===== config.mk =====
export PLATFORM = sky130hd
export DESIGN_NAME = mean_decim_fifo
export DESIGN_NICKNAME = d
export VERILOG_FILES = /design/src/rtl/mean_decim_fifo.sv
export SDC_FILE = /design/constraint.sdc
export NUM_CORES = 1
export LEC_CHECK = 0
export ABC_AREA = 1
export BUFFER_PORTS_ARGS = -buffer_cell sky130_fd_sc_hd__buf_2
export CAP_MARGIN = 15
export CELL_PAD_IN_SITES_DETAIL_PLACEMENT = 0
export CELL_PAD_IN_SITES_GLOBAL_PLACEMENT = 2
export CORE_MARGIN = 4
export CORE_UTILIZATION = 49
export CTS_BUF_LIST = sky130_fd_sc_hd__clkbuf_4
export DETAILED_ROUTE_END_ITERATION = 10
export PLACE_DENSITY = 0.82
export SYNTH_ARGS = -nofsm -noshare
export SYNTH_HDL_FRONTEND = slang
export SYNTH_SLANG_ARGS = --single-unit

===== constraint.sdc =====
create_clock -name clk -period 5.85 [get_ports clk]
set_input_delay 0 -clock clk [delete_from_list [all_inputs] [get_ports clk]]
set_output_delay 0 -clock clk [all_outputs]
set_load 0.005 [all_outputs]

===== src/rtl/mean_decim_fifo.sv =====
`default_nettype none
// ============================================================================
//  Module   : mean_decim_fifo
//  Purpose  : Output stage behind the moving-average (MEAN) filter. Keeps every
//             DECIM-th strobed sample and buffers the kept samples in a
//             first-word-fall-through FIFO that is read through a valid/ready
//             handshake. A kept sample that finds the FIFO full (and no pop on
//             the same edge) is dropped and raises a sticky overflow flag.
//  Ports    : clk           - single clock, all state on the rising edge
//             rst           - asynchronous reset, active low (0 = reset)
//             data_i_en     - input sample strobe
//             data_i        - input sample, signed two's complement, SW bits
//             data_o_ready  - consumer accepts data_o this cycle
//             clr_ovf       - synchronous clear of the overflow flag
//             data_o_valid  - FIFO non-empty, data_o holds the head sample
//             data_o        - head sample, 0 while data_o_valid is 0
//             fifo_level    - number of stored entries, 0..FIFO_DEPTH
//             overflow      - sticky: a kept sample was dropped
//  Revision : 1.0 - initial release
// ============================================================================
module mean_decim_fifo #(
   parameter int width_H    = 5,
   parameter int width_W    = 20,
   parameter int DECIM      = 4,
   parameter int log_DEPTH  = 4,
   parameter int FIFO_DEPTH = 16
) (
   input  logic                         clk,
   input  logic                         rst,
   input  logic                         data_i_en,
   input  logic [width_H+width_W-1:0]   data_i,
   input  logic                         data_o_ready,
   input  logic                         clr_ovf,
   output logic                         data_o_valid,
   output logic [width_H+width_W-1:0]   data_o,
   output logic [log_DEPTH:0]           fifo_level,
   output logic                         overflow
);

   localparam int c_sw = width_H + width_W;
   localparam int c_pw = (DECIM > 1) ? $clog2(DECIM) : 1;
   localparam int c_lw = log_DEPTH + 1;

   localparam logic [c_pw-1:0] c_ph_last    = c_pw'(DECIM - 1);
   localparam logic [c_pw-1:0] c_ph_zero    = '0;
   localparam logic [c_lw-1:0] c_full_level = c_lw'(FIFO_DEPTH);
   localparam logic [c_lw-1:0] c_zero_level = '0;

   // ------------------------------------------------------------------------
   // State
   // ------------------------------------------------------------------------
   logic [c_pw-1:0]      r_phase;
   logic [log_DEPTH-1:0] r_wr_ptr;
   logic [log_DEPTH-1:0] r_rd_ptr;
   logic [c_lw-1:0]      r_level;
   logic                 r_overflow;
   logic [c_sw-1:0]      r_mem [0:FIFO_DEPTH-1];

   // ------------------------------------------------------------------------
   // Control decode
   // ------------------------------------------------------------------------
   logic w_keep;
   logic w_empty;
   logic w_full;
   logic w_pop;
   logic w_push;
   logic w_drop;

   always_comb begin
      w_keep  = data_i_en && (r_phase == c_ph_zero);
      w_empty = (r_level == c_zero_level);
      w_full  = (r_level == c_full_level);
      w_pop   = !w_empty && data_o_ready;
      // A full FIFO still accepts a kept sample when the head leaves on the
      // same edge; the slot freed by the pop is the one being written.
      w_push  = w_keep && (!w_full || w_pop);
      w_drop  = w_keep && w_full && !w_pop;
   end

   // ------------------------------------------------------------------------
   // Decimation phase: advances only on strobed samples.
   // ------------------------------------------------------------------------
   always_ff @(posedge clk or negedge rst) begin
      if (!rst) begin
         r_phase <= c_ph_zero;
      end else if (data_i_en) begin
         if (r_phase == c_ph_last) begin
            r_phase <= c_ph_zero;
         end else begin
            r_phase <= r_phase + 1'b1;
         end
      end
   end

   // ------------------------------------------------------------------------
   // Pointers and level. Pointers wrap naturally because the depth is a power
   // of two; full/empty come from the level, not from pointer comparison.
   // ------------------------------------------------------------------------
   always_ff @(posedge clk or negedge rst) begin
      if (!rst) begin
         r_wr_ptr <= '0;
         r_rd_ptr <= '0;
         r_level  <= c_zero_level;
      end else begin
         if (w_push) begin
            r_wr_ptr <= r_wr_ptr + 1'b1;
         end
         if (w_pop) begin
            r_rd_ptr <= r_rd_ptr + 1'b1;
         end
         case ({w_push, w_pop})
            2'b10:   r_level <= r_level + 1'b1;
            2'b01:   r_level <= r_level - 1'b1;
            default: r_level <= r_level;
         endcase
      end
   end

   // ------------------------------------------------------------------------
   // Storage: not reset, contents are meaningless once the level is cleared.
   // ------------------------------------------------------------------------
   always_ff @(posedge clk) begin
      if (w_push) begin
         r_mem[r_wr_ptr] <= data_i;
      end
   end

   // ------------------------------------------------------------------------
   // Sticky overflow: a drop on the same edge wins over a clear.
   // ------------------------------------------------------------------------
   always_ff @(posedge clk or negedge rst) begin
      if (!rst) begin
         r_overflow <= 1'b0;
      end else if (w_drop) begin
         r_overflow <= 1'b1;
      end else if (clr_ovf) begin
         r_overflow <= 1'b0;
      end
   end

   // ------------------------------------------------------------------------
   // Outputs: decoded from registered state only. The async reset clears the
   // level, which forces valid and data low without waiting for an edge.
   // ------------------------------------------------------------------------
   assign data_o_valid = !w_empty;
   assign data_o       = w_empty ? '0 : r_mem[r_rd_ptr];
   assign fifo_level   = r_level;
   assign overflow     = r_overflow;

endmodule
`default_nettype wire

Yosys cells after proc, flatten, opt, wreduce, memory -nomap -nowiden --
Memory sizes are Yosys's and may differ from the RTL's. Index checks and enable logic that the tools add are counted.
Storage, ports and cells: output and inout port bits 32, bits in writable memories 400, flip-flop bits (word level) 16, input port bits 30, memories 1, logic and storage cells 35
Operators by class: mux-type cells 7, reduce and logical (&&, ||, !) cells 13, add/subtract/negate cells 5, equal/unequal tests 4
Memory list:
- r_mem | depth 16, width 25, rd ports 1, clocked after Yosys merged registers in 0, wr ports 1, line 57 | logic [c_sw-1:0] r_mem [0:FIFO_DEPTH-1];
Operators by type and width (count):
- 2-to-1 mux 25 bit | 1
- case mux 5 bit (2 select lines) | 1
- adder 4 x 1 -> 4 bit, second input constant | 2
- adder 5 x 1 -> 5 bit, second input constant | 1
- == test 5 bit, second input constant | 1
- logical AND 1 bit | 5
- zero test 5 bit | 1
- subtractor 5 x 1 -> 5 bit, second input constant | 1
- == test 2 bit, second input constant | 2
- 2-to-1 mux 1 bit | 4
- nonzero test 2 bit | 2
- zero test 1 bit | 3
- adder 2 x 1 -> 2 bit, second input constant | 1
- == test 2 x 1 -> 1 bit, second input constant | 1
- zero test 2 bit | 1
- 2-to-1 mux 2 bit | 1
- logical OR 1 bit | 1

Depth between registers and ports, before layout --
depth after elaboration 7, gate-level depth with buffers 16

Worst setup path before layout --
OpenSTA, ideal clock, no wires.
path type register to register, start point register r_phase[0], end point memory r_mem[11][0] in the netlist's numbering (enable), data required time 5443 ps, cell stages (with the launch flop) 9, arrival time 2176 ps, buffers on the path 0, path slack 3267 ps, cells stage by stage dfrtp_1 -> inv_1 -> ha_1 -> nand2_1 -> inv_1 -> nand2_1 -> inv_1 -> nand2_1 -> nor2_1
On the way: word-level cells in the longest chain between the ends 5
Ends and longest elaborated chain:
- start: declaration | line 52 | logic [c_pw-1:0] r_phase;
- start signal: assignment | line 85 | r_phase <= c_ph_zero;
- start signal: assignment | line 88 | r_phase <= c_ph_zero;
- start signal: assignment | line 90 | r_phase <= r_phase + 1'b1;
- zero test 2 bit | line 70 | w_keep = data_i_en && (r_phase == c_ph_zero);
- logical AND 1 bit | line 70
- logical AND 1 bit | line 76 | w_push = w_keep && (!w_full || w_pop);
- 2-to-1 mux 1 bit | line 123 | if (w_push) begin
- 2-to-1 mux 1 bit (implied by the code) | line 124 | r_mem[r_wr_ptr] <= data_i;
- end: declaration | line 57
No other way between the ends.

Worst setup path after layout --
start point register r_rd_ptr[0], end point output data_o[1]
On the way: word-level cells in the longest chain between the ends 2
Ends and longest elaborated chain:
- start: declaration | line 54 | logic [log_DEPTH-1:0] r_rd_ptr;
- start signal: assignment | line 109 | r_rd_ptr <= r_rd_ptr + 1'b1;
- memory read (16 x 25 bit)
- 2-to-1 mux 25 bit | line 146 | assign data_o = w_empty ? '0 : r_mem[r_rd_ptr];
- end: declaration | line 35 | output logic [width_H+width_W-1:0] data_o,
No other way between the ends.

==> results.toml <==
[grt]
grt_pass1_vias = 10701
grt_max_degree = 120
grt_first_pass_wirelength_mm = 62.1
overflow = 0
antenna_found_initial = 3
track_usage = 0.226

[clock_tree]
htreeDepth = 3
clock-root-buffer = "clkbuf_4"
clk_pin_slew_ns = 0.05
cts_buffers = 104
tritoncts = "built"
post_cts_buffers = 0
cts_max_path_buffers = 3
clkSinkCount = 416
clkLatencyLatePin_ns = 0.76
ctsResizeCount = 0

[finish]
drive_above_1_share = 0.182
fin_nets = 1396
layout_commonest_cell = "edfxtp_1"
fin_area_sq_um = 18800
final_cells = 1883
final_cell_mix = "400 x edfxtp_1, 230 x nor2_1, 196 x o21ai_0"
fillers = 2792
area_growth_pct = 13.7
final_util = 0.563

[synth]
syn-mean-instance-area_sq_um = 13.5
synth_top_cell_area_share = 0.725
synth_nets = 1263
syn_area_sq_um = 16600
yosys_warnings = 0
ys_ff_latch = 416
yosysSeqAreaShare = 0.750
synth_largest_area_cell = "edfxtp_1"
syn_inst = 1224
synthTopCellsByArea = "edfxtp_1 73%, o21ai_0 5.9%, nor2_1 5.6%, o221ai_1 4.1%, dfrtp_1 2.4%"
synth_cell_types = 25

[timing]
setup_ws_ns = 1.74
rsz0062_at_grt = "false"
hold_violations = 0
drv_slew = 0
period_share = 0.703
fin_crit_ns = 4.11
worst_pin_slew_ns = 1.21
fmax_mhz = 243
finalSetupViolations = 0
fin_hold_ws_ns = 0.153
fin_skew_ns = 0.0340
final.setup.tns_ns = 0
slew_headroom = 0.194

[critical_path]
endpoint_kind = "primary output"
crit_arrival_ns = 4.11
critPathKind = "reg -> out"
crit_required_ns = 5.85
crit_fanout = 74
crit_path_start_kind = "register"

[pwr]
vdd_drop_max_v = 0.000380
finalPower_mw = 8.77
leakage_nw = 6.31
powerDensity_nw_per_um2 = 466

[routing]
drtPass1Iterations = 5
drc = 0
initialDrtViolationCount = 813
ant_nets = 0
vias = 10656
finalWirelength_mm = 41.1
wl_per_cell_um = 21.8
viasPerCell = 5.66

[run]
cap_violations = 0

[floorplanning]
fp.dieW_um = 192
die-area_sq_um = 36800
num_rows = 67
pin_count = 62
initial_utilization = 0.495
fp.dieH_um = 192
core_sq_um = 33400

[status]
status = "finished, final reports clean"

[min_path]
hp-class = "in -> reg"

[place]
preCtsSetupSlack_ns = 2.54
portBuffers = 61
place_area_sq_um = 17200
dp_hpwl_mm = 19.3
placed_cells = 1666
place_congestion = 0.734
cells in the mapped netlist, drive strengths merged:
| master | number |
|---|---|
| edfxtp | 400 |
| nor2 | 247 |
| o21ai | 218 |
| o221ai | 78 |
| clkbuf | 51 |
| nand3 | 50 |
| nand2 | 34 |
| buf | 33 |
| inv | 27 |
| a21oi | 25 |
| o22ai | 23 |
| dfrtp | 16 |
| ha | 9 |
| xor2 | 8 |
| nand4 | 4 |
| clkinv | 1 |
critical path, stage by stage (launching register included):
cell	delay (ns)
dfrtp_4	0.96
buf_4	0.66
buf_4	0.63
o21ai_0	0.20
o221ai_1	0.23
nand3_1	0.13
a21oi_1	0.28
buf_2	0.18
cell families after synthesis:
family          count (synthesis)  synth area share
xor+xnor                        8           0.00423
buf+inv                       112            0.0348
compound gates                344             0.123
flops                         416             0.750
simple gates                  335            0.0811
fa+ha+maj                       9           0.00680
flip-flops by register name, indices dropped and copies added (netlist names):
register / count
fifo_level: 5
r_mem: 400
r_phase: 2
overflow: 1
r_wr_ptr: 4
r_rd_ptr: 4
area by class of cell:
| type | instances | area, sq um | area share |
|---|---|---|---|
| multi-input combinational | 696 | 3690 | 0.196 |
| sequential | 416 | 12400 | 0.660 |
| clock inverter | 28 | 134 | 0.00711 |
| inverter | 28 | 110 | 0.00585 |
| antenna | 4 | 10.0 | 0.000532 |
| clock buffer | 152 | 1140 | 0.0606 |
| timing repair buffer | 111 | 763 | 0.0405 |
| tap | 448 | 561 | 0.0298 |
where the power goes:
group          leakage (nW)  switching [mW]  internal [mW]
registers              3.79           0.200           3.45
logic                  1.76            1.91          0.894
clock network         0.763            1.09           1.22
total                  6.31            3.20           5.57
timing repair:
| action | CTS | global route |
|---|---|---|
| endpoints found under the setup margin | 0 | 0 |
| hold buffers | 33 | 0 |
| hold endpoints to repair | 430 | 0 |
routing by layer:
layer,share of wire,GRT usage,vias up
met1,0.44,0.313,5304
met3,0.058,0.0442,62
met5,0,0,-
met4,0.018,0.0721,0
li1,-,-,4943
met2,0.48,0.364,347
worst paths after layout:
check | slack (ns) | startpoint | cells after the start | end
max reg2reg | 3.06 | r_phase[0] | 8 | r_mem[13][5]
min | 0.15 | data_o_ready | 4 | r_rd_ptr[0]
max in group asynchronous | 4.76 | rst | 3 | r_rd_ptr[0]
max | 1.74 | r_rd_ptr[0] | 7 | data_o[1]
min in group asynchronous | 0.45 | rst | 3 | fifo_level[2]
min reg2reg | 0.52 | fifo_level[4] | 2 | fifo_level[4]
(Power assumes the default switching activity.)
